**src/rtl/arb_pkg.sv**
```systemverilog
// arb_pkg: shared sizes and FSM state type for the arbitrated transfer controller.
package arb_pkg;
   localparam int NUM_REQ = 4;
   localparam int IDX_W   = 2;
   typedef enum logic [1:0] {IDLE, XFER, ACK, SETTLE} state_t;
endpackage

```
**src/rtl/arb_onehot_enc.sv**
```systemverilog
// arb_onehot_enc: grant vector to master index, flagging whether the grant is exactly one-hot.
module arb_onehot_enc
   import arb_pkg::*;
(
   input  logic [NUM_REQ-1:0] i_grant,
   output logic [IDX_W-1:0]   o_idx,
   output logic               o_onehot_ok
);
   assign o_onehot_ok = (i_grant != '0) && ((i_grant & (i_grant - 1'b1)) == '0);
   always_comb begin
      o_idx = '0;
      for (int i = 0; i < NUM_REQ; i++)
         if (i_grant[i]) o_idx = IDX_W'(i);
   end
endmodule

```
**src/rtl/arb_xfer_ctrl.sv**
```systemverilog
// arb_xfer_ctrl: moves one granted master's burst to the downstream port, then acks the arbiter.
// Define ARB_XFER_TIMEOUT_EN to add a stall watchdog that aborts a burst after TIMEOUT_CYC idle cycles.
module arb_xfer_ctrl
   import arb_pkg::*;
#(
   parameter int DATA_W      = 32,
   parameter int LEN_W       = 4,
   parameter int TIMEOUT_CYC = 255
) (
   input  logic                      clk,
   input  logic                      rst_an,
   input  logic [NUM_REQ-1:0]        i_m_req,
   input  logic [NUM_REQ*LEN_W-1:0]  i_m_len,
   input  logic [NUM_REQ-1:0]        i_m_valid,
   input  logic [NUM_REQ*DATA_W-1:0] i_m_data,
   output logic [NUM_REQ-1:0]        o_m_ready,
   output logic [NUM_REQ-1:0]        o_arb_req,
   input  logic [NUM_REQ-1:0]        i_grant,
   output logic                      o_ack,
   output logic                      o_s_valid,
   input  logic                      i_s_ready,
   output logic [DATA_W-1:0]         o_s_data,
   output logic                      o_s_last,
   output logic [IDX_W-1:0]          o_s_src,
   output logic                      o_busy,
   output logic                      o_xfer_timeout
);
   state_t             r_state;
   logic [LEN_W-1:0]   r_cnt;
   logic [IDX_W-1:0]   r_src;
   logic               r_ack, r_busy, r_tmo;
   logic [IDX_W-1:0]   w_idx;
   logic               w_ok, w_x, w_beat, w_tmo;

   arb_onehot_enc u_enc (.i_grant(i_grant), .o_idx(w_idx), .o_onehot_ok(w_ok));

   assign o_arb_req      = i_m_req;
   assign w_x            = (r_state == XFER);
   assign o_s_valid      = w_x && i_m_valid[r_src];
   assign o_s_data       = w_x ? i_m_data[r_src*DATA_W +: DATA_W] : '0;
   assign o_s_last       = w_x && (r_cnt == '0);
   assign o_m_ready      = w_x ? ({{(NUM_REQ-1){1'b0}}, i_s_ready} << r_src) : '0;
   assign w_beat         = o_s_valid && i_s_ready;
   assign o_s_src        = r_src;
   assign o_ack          = r_ack;
   assign o_busy         = r_busy;
   assign o_xfer_timeout = r_tmo;

`ifdef ARB_XFER_TIMEOUT_EN
   localparam int ST_W = $clog2(TIMEOUT_CYC + 1);
   logic [ST_W-1:0] r_stall;
   // Held at zero outside XFER, so it is already clear on entry.
   always_ff @(posedge clk or negedge rst_an)
      if (!rst_an) r_stall <= '0;
      else r_stall <= (!w_x || w_beat) ? '0 : r_stall + 1'b1;
   assign w_tmo = w_x && !w_beat && (r_stall == ST_W'(TIMEOUT_CYC - 1));
`else
   logic w_unused_tmo;
   assign w_unused_tmo = (TIMEOUT_CYC == 0);
   assign w_tmo        = 1'b0;
`endif

   always_ff @(posedge clk or negedge rst_an) begin
      if (!rst_an) begin
         r_state <= IDLE;
         r_cnt   <= '0;
         r_src   <= '0;
         r_ack   <= 1'b0;
         r_busy  <= 1'b0;
         r_tmo   <= 1'b0;
      end else begin
         r_ack <= 1'b0;
         r_tmo <= 1'b0;
         case (r_state)
            IDLE: if (w_ok && i_m_req[w_idx]) begin
               r_state <= XFER;
               r_src   <= w_idx;
               r_cnt   <= i_m_len[w_idx*LEN_W +: LEN_W];
               r_busy  <= 1'b1;
            end
            XFER: if (w_beat) begin
               if (r_cnt == '0) begin
                  r_state <= ACK;
                  r_ack   <= 1'b1;
               end else r_cnt <= r_cnt - 1'b1;
            end else if (w_tmo) begin
               r_state <= ACK;
               r_ack   <= 1'b1;
               r_tmo   <= 1'b1;
            end
            ACK:    r_state <= SETTLE;
            SETTLE: begin
               r_state <= IDLE;
               r_busy  <= 1'b0;
            end
            default: r_state <= IDLE;
         endcase
      end
   end
endmodule

```
**config.mk**
```make
export PLATFORM = sky130hd
export DESIGN_NAME = arb_xfer_ctrl
export DESIGN_NICKNAME = d
export VERILOG_FILES = /design/src/rtl/arb_pkg.sv /design/src/rtl/arb_onehot_enc.sv /design/src/rtl/arb_xfer_ctrl.sv
export SDC_FILE = /design/constraint.sdc
export NUM_CORES = 1
export LEC_CHECK = 0
export ABC_AREA = 1
export CORE_MARGIN = 2
export CORE_UTILIZATION = 28
export CTS_BUF_LIST = sky130_fd_sc_hd__clkbuf_8
export CTS_CLUSTER_SIZE = 20
export DETAILED_ROUTE_END_ITERATION = 12
export PLACE_DENSITY = 0.79
export SYNTH_ARGS = -nofsm -noshare
export SYNTH_HDL_FRONTEND = slang
export SYNTH_SLANG_ARGS = --single-unit
```
**constraint.sdc**
```tcl
create_clock -name clk -period 1.7 [get_ports clk]
set_input_delay 0.34 -clock clk [delete_from_list [all_inputs] [get_ports clk]]
set_output_delay 0.34 -clock clk [all_outputs]
set_load 0.02 [all_outputs]
```
==> results.yml, run 1 <==
synthesis:
  synth_edf_count: 0
  yosysTopAreaCell: "nor2_1"
  synth_area_sq_um: 2080
  synth_top_family_by_area: "simple AND/OR/NAND/NOR gates"
  synth-simple-area-share_pct: 46.6
  yosysSeqAreaShare_pct: 12.0
  async_flop_share_pct: 100
  synth_compound_area_share_pct: 24.9
  ys_ff_latch: 10
  synthXorXnorAreaFrac_pct: 0.422
  synth_area_leaders: "nor2_1, dfrtp_1, nand2_1, o21ai_0, o32ai_1"
  synth.area.mux_share_pct: 0
  synth_ff_type: "dfrtp_1"
  yosysTopAreaCellShare_pct: 23.9
  yosys_warnings: 0
  syn_nets: 551
  synth_area_per_cell_sq_um: 5.38
  synthAdderAreaFrac_pct: 3.61
  syn_inst: 386
  synth_cell_type_count: 30
floorplan:
  die_w_um: 90.1
  rows: 31
  start_util_pct: 28.8
  die_y_um: 90.1
  die_area_sq_um: 8120
  core_sq_um: 7210
  ioPinCount: 206
worst_setup_path:
  cp_data_required_time_ns: 1.36
  crit_type: "register to output pin"
  end_kind: "output pin"
  worstPathArrival_ns: 1.58
  startpoint_type: "register"
  crit_fanout: 6
sta:
  layout_min_cycle_time_ns: 1.92
  hold_viol_final: 0
  final.setup.worst_slack_ns: -0.224
  setup_viol: 42
  max_clock_freq_ghz: 0.520
  rsz0062_at_grt: "true"
  skew_ns: 0.000526
  period_share_pct: 113
  finalMaxSlewViolations: 0
clock_network:
  clock_latency_ns: 0.24
  clk_path_buf_depth: 2
  cts_root_buf: "clkbuf_8"
  numClockSinks: 10
  holdBufCountCts: 0
  clkSlewWorstSetupHoldPaths_ns: 0.05
  cts_tree: "yes"
  cts_buffers: 3
  htreeDepth: 1
placement:
  dpl_cell_area_sq_um: 4760
  portBuffers: 204
  place_congestion: 0.926
  dp_hpwl_mm: 8.25
  dp.cells: 704
finish:
  syn_to_final_growth_pct: 139
  final_area_sq_um: 4970
  layoutNonFillerInstCount: 716
  nets: 783
  drive_above_1_share_pct: 24.8
  diodes: 0
power_and_ir_drop:
  power_uw: 7150
  power_per_cell_area_nw_per_um2: 1440
  p_leak_uw: 0.00217
  ir_drop_uv: 1120
routing:
  ant_nets: 0
  via_per_inst: 4.87
  dr_total_vias: 3488
  wl_mm: 10.8
  drc: 0
  dr.pass1.iters: 4
  post_drt_wl_per_cell_um: 15.1
  drt-initial-drc-count: 92
status:
  outcome: "finished with violations"
  violations: "negative setup slack"
grt:
  grt_max_degree: 44
  grt_usage_pct: 23.6
  grt_pass1_vias: 3226
  antenna_found_initial: 0
  grt_pass1_wl_mm: 16.1
  grt_overflow: 0
worst_hold_path:
  hp-class: "input port to async pin"
run:
  timing.max_cap.violations: 0
## where the power goes
part           switching, uW  internal [uW]  leakage (uW)
Combinational           3360           3000       0.00202
Clock                   94.7            204     0.0000288
Sequential               132            357      0.000122
Total                   3590           3560       0.00217
## repair_timing
item,CTS,global route
buffers inserted,0,3
gates resized for setup,215,43
pin swaps,1,16
endpoints found under the setup margin,47,45
gates cloned,0,5
## synthesized netlist by cell type (all sizes together), types with 5 or more instances
| cell type | count |
|---|---|
| nor2 | 136 |
| buf | 22 |
| nand2 | 67 |
| a21oi | 18 |
| dfrtp | 10 |
| ha | 6 |
| nand4 | 7 |
| or2 | 6 |
| inv | 26 |
| o21ai | 57 |
| o32ai | 15 |
| clkbuf | 5 |
| nand3 | 7 |
## critical path, stage by stage, from the launching register on
cell	delay, ns
dfrtp_2	0.48
buf_6	0.15
clkbuf_16	0.14
nor2_1	0.05
nor2_1	0.08
o21ai_1	0.07
a21oi_1	0.18
buf_4	0.19
## through the flow
stage	worst slack, ns	hold slack, ns	setup TNS (ns)	utilization [%]
2_1_floorplan	-0.117	0.0444	-2.71	-
3_3_place_gp	-0.469	0.467	-16.53	66.0
3_5_place_dp	-0.515	0.477	-17.73	66.0
4_1_cts	-0.231	0.449	-4.60	66.3
5_1_grt	-0.257	0.468	-8.30	68.9
6_report	-0.224	0.422	-5.16	68.9
## worst paths after layout
path                                             start                      to  slack, ns  cells past startpoint
worst max-delay path            o_s_src[0]$_DFFE_PN0P_            o_s_data[30]      -0.22                      7
worst min-delay path                            rst_an    r_cnt[2]$_DFFE_PN0P_       0.42                      1
max in group asynchronous                       rst_an  o_s_src[0]$_DFFE_PN0P_       0.94                      1
worst min register to register    r_cnt[0]$_DFFE_PN0P_    r_cnt[0]$_DFFE_PN0P_       0.49                      2
worst max register to register  o_s_src[0]$_DFFE_PN0P_    r_cnt[1]$_DFFE_PN0P_      -0.07                     11
min in group clk                  r_cnt[0]$_DFFE_PN0P_    r_cnt[0]$_DFFE_PN0P_       0.49                      2
## metal layers
metal / GRT usage, % / vias up / routed length [um]
met2: 44.0 / 141 / 5660
met3: 4.53 / 20 / 722
li1: - / 1723 / -
met4: 5.13 / 0 / 212
met1: 27.9 / 1604 / 4240
met5: 0 / - / 0
## flip-flops by register name, summed over array words and instances, names as in the netlist
name     cells
r_cnt        4
o_s_src      2
o_busy       1
o_ack        1
r_state      2
## layout make-up
cell class                      count  area (sq um)
Fill cell                         619          2240
Clock buffer                        4          55.1
Tap cell                           99           124
Sequential cell                    10           253
Multi-Input combinational cell    323          1900
Timing Repair Buffer              254          2540
Inverter                           26           103
## logic make-up after synthesis
| logic type | count (synthesis) |
|---|---|
| other cells | 1 |
| flops | 10 |
| compound gates | 91 |
| fa+ha+maj | 6 |
| buf+inv | 53 |
| xor+xnor | 1 |
| simple gates | 224 |
## placed cells by master (no fill, tap or decap), types with 3 or more instances in the layout
cell | synthesis | routed
nand4_1 | 7 | 7
clkbuf_16 | 0 | 3
o21ai_1 | 19 | 43
clkbuf_8 | 0 | 4
inv_1 | 21 | 19
ha_1 | 6 | 5
dfrtp_1 | 10 | 8
buf_6 | 0 | 20
o21ai_0 | 37 | 13
nand2_2 | 7 | 6
inv_2 | 5 | 6
nor2_1 | 132 | 122
nand2_1 | 57 | 57
a21oi_1 | 18 | 17
dlygate4sd2_1 | 0 | 5
nand3_1 | 5 | 3
or2_2 | 6 | 6
clkdlybuf4s50_1 | 0 | 160
nor2_2 | 3 | 11
nand2_4 | 2 | 3
nand3_2 | 1 | 3
nor2_4 | 1 | 3
buf_12 | 0 | 7
buf_4 | 11 | 54
o32ai_4 | 0 | 13
No activity file was read; power rests on OpenSTA's default activity.
==> run 2, diff against run 1 <==
--- a/config.mk
+++ b/config.mk
@@ -6,12 +6,13 @@
 export NUM_CORES = 1
 export LEC_CHECK = 0
 export ABC_AREA = 1
-export CORE_MARGIN = 2
-export CORE_UTILIZATION = 28
+export CORE_AREA = 2 2 80 82
 export CTS_BUF_LIST = sky130_fd_sc_hd__clkbuf_8
 export CTS_CLUSTER_SIZE = 20
 export DETAILED_ROUTE_END_ITERATION = 12
-export PLACE_DENSITY = 0.79
+export DIE_AREA = 0 0 82 84
+export DONT_BUFFER_PORTS = 1
+export PLACE_DENSITY = 0.49
 export SYNTH_ARGS = -nofsm -noshare
 export SYNTH_HDL_FRONTEND = slang
 export SYNTH_SLANG_ARGS = --single-unit
==> results.yml, run 2 (synthesized netlist as in run 1, its figures left out) <==
status:
  outcome: "finished with violations"
  violations: "negative setup slack"
finish:
  syn_to_final_growth_pct: 43.2
  final_common_cell: "nor2_1"
  layoutNonFillerInstCount: 494
  regMostFlops: "r_cnt"
  largest_register_ffs: 4
  drive_above_1_share_pct: 26.4
  diodes: 0
  multi_input_area_sq_um: 1910
  nFillCells: 663
  seq_area_sq_um: 251
  nets: 583
  layout_common_cells: "nor2_1, nand2_1, o21ai_1"
  finalCoreUtilization_pct: 48.8
routing:
  ant_nets: 0
  wl_mm: 7.82
  drc: 0
  post_drt_wl_per_cell_um: 15.8
  via_per_inst: 5.24
  drt-initial-drc-count: 107
  dr.pass1.iters: 4
  dr_total_vias: 2588
worst_setup_path:
  startpoint_type: "register"
  crit_fanout: 8
  worstPathCellList: "inv_2 -> ha_4 -> inv_4 -> nor2_4 -> buf_4 -> o21ai_1 -> o32ai_4"
  crit_type: "register to output pin"
  end_kind: "output pin"
  worstPathArrival_ns: 1.53
  crit_slowest_cell: "dfrtp_1"
  cpPeakStageDelay_ns: 0.38
  cp_data_required_time_ns: 1.36
sta:
  finalMaxSlewViolations: 0
  skew_ns: 0.00856
  layout_min_cycle_time_ns: 1.87
  period_share_pct: 110
  hold_viol_final: 0
  final.setup.worst_slack_ns: -0.169
  setup_viol: 37
  max_clock_freq_ghz: 0.535
  rsz0062_at_grt: "true"
  fin_setup_tns_ns: -4.02
floorplan:
  die_area_sq_um: 6890
  die_w_um: 82
  start_util_pct: 34.1
  ioPinCount: 206
  rows: 29
  die_y_um: 84
  core_sq_um: 6100
clock_network:
  numClockSinks: 10
  htreeDepth: 1
  cts_buffers: 3
  clkSlewWorstSetupHoldPaths_ns: 0.05
  cts_tree: "yes"
  clock_latency_ns: 0.24
  clk_path_buf_depth: 2
  cts_root_buf: "clkbuf_8"
grt:
  antenna_found_initial: 0
  grt_pass1_wl_mm: 11.6
  grt_overflow: 0
  grt_max_degree: 43
  grt_pass1_vias: 2366
  grt_usage_pct: 20.9
power_and_ir_drop:
  ir_drop_uv: 844
  p_leak_uw: 0.00132
  power_per_cell_area_nw_per_um2: 2010
placement:
  dp_hpwl_mm: 6.10
  place_congestion: 0.787
  portBuffers: 0
  post-place-ws_ns: -0.00700
  dp.cells: 480
worst_hold_path:
  hp-class: "input port to register"
run:
  timing.max_cap.violations: 0
## run 2: routing by layer
metal | part of all wire (%) | GRT usage, %
met5 | 0 | 0
met1 | 40 | 26.8
met3 | 8.0 | 3.14
met2 | 52 | 37.3
met4 | 0.44 | 2.58
## run 2: power by group
group	total, uW	internal, uW	switching, uW
logic	5260	2200	3060
registers	471	355	116
clock network	248	158	89.9
## run 2: repair_timing
| item | 4_1_cts | 5_1_grt |
|---|---|---|
| hold endpoints to repair | 10 | 0 |
| buffers inserted | 3 | 2 |
| hold buffers | 1 | 0 |
| gates resized for setup | 19 | 28 |
| pin swaps | 7 | 9 |
| endpoints found under the setup margin | 38 | 42 |
| cloned | 3 | 1 |
## run 2: worst max-delay path: cells and delay by family (launching register included)
kind	cells	cell delay, ns
DFF	1	0.38
and+or+nand+nor	1	0.12
adders and majority gates	1	0.18
buffers and inverters	3	0.29
AOI/OAI and AO/OA	2	0.32
## run 2: metrics by stage
stage               hold slack (ns)  power (uW)  area (sq um)
global route                  0.302        6510          2970
global placement             0.0447        5100          2680
floorplan                    0.0444        3950          2360
detailed placement           0.0447        5150          2680
finish                        0.289        5980          2970
CTS                           0.307        5800          2900
## run 2: cell type report
class	instances	share of cell area [%]
repair buffers	54	18.9
flip-flops and latches	10	8.46
inverters	26	3.53
multi-input cells	323	64.3
well taps	77	3.24
clock buffers	3	1.39
clock inverters	1	0.126
## run 2: worst paths after layout
path                                          end              startpoint  cells past startpoint  slack, ns
max in group asynchronous  o_s_src[0]$_DFFE_PN0P_                  rst_an                      1       0.87
min in group asynchronous    r_cnt[2]$_DFFE_PN0P_                  rst_an                      1       0.49
hold reg to reg              r_cnt[1]$_DFFE_PN0P_    r_cnt[1]$_DFFE_PN0P_                      2       0.48
setup reg to reg             r_cnt[1]$_DFFE_PN0P_  o_s_src[0]$_DFFE_PN0P_                     10       0.09
setup / recovery                     o_s_data[29]  r_state[1]$_DFFE_PN0P_                      7      -0.17
hold / removal                    o_ack$_DFF_PN0_               i_s_ready                      2       0.29
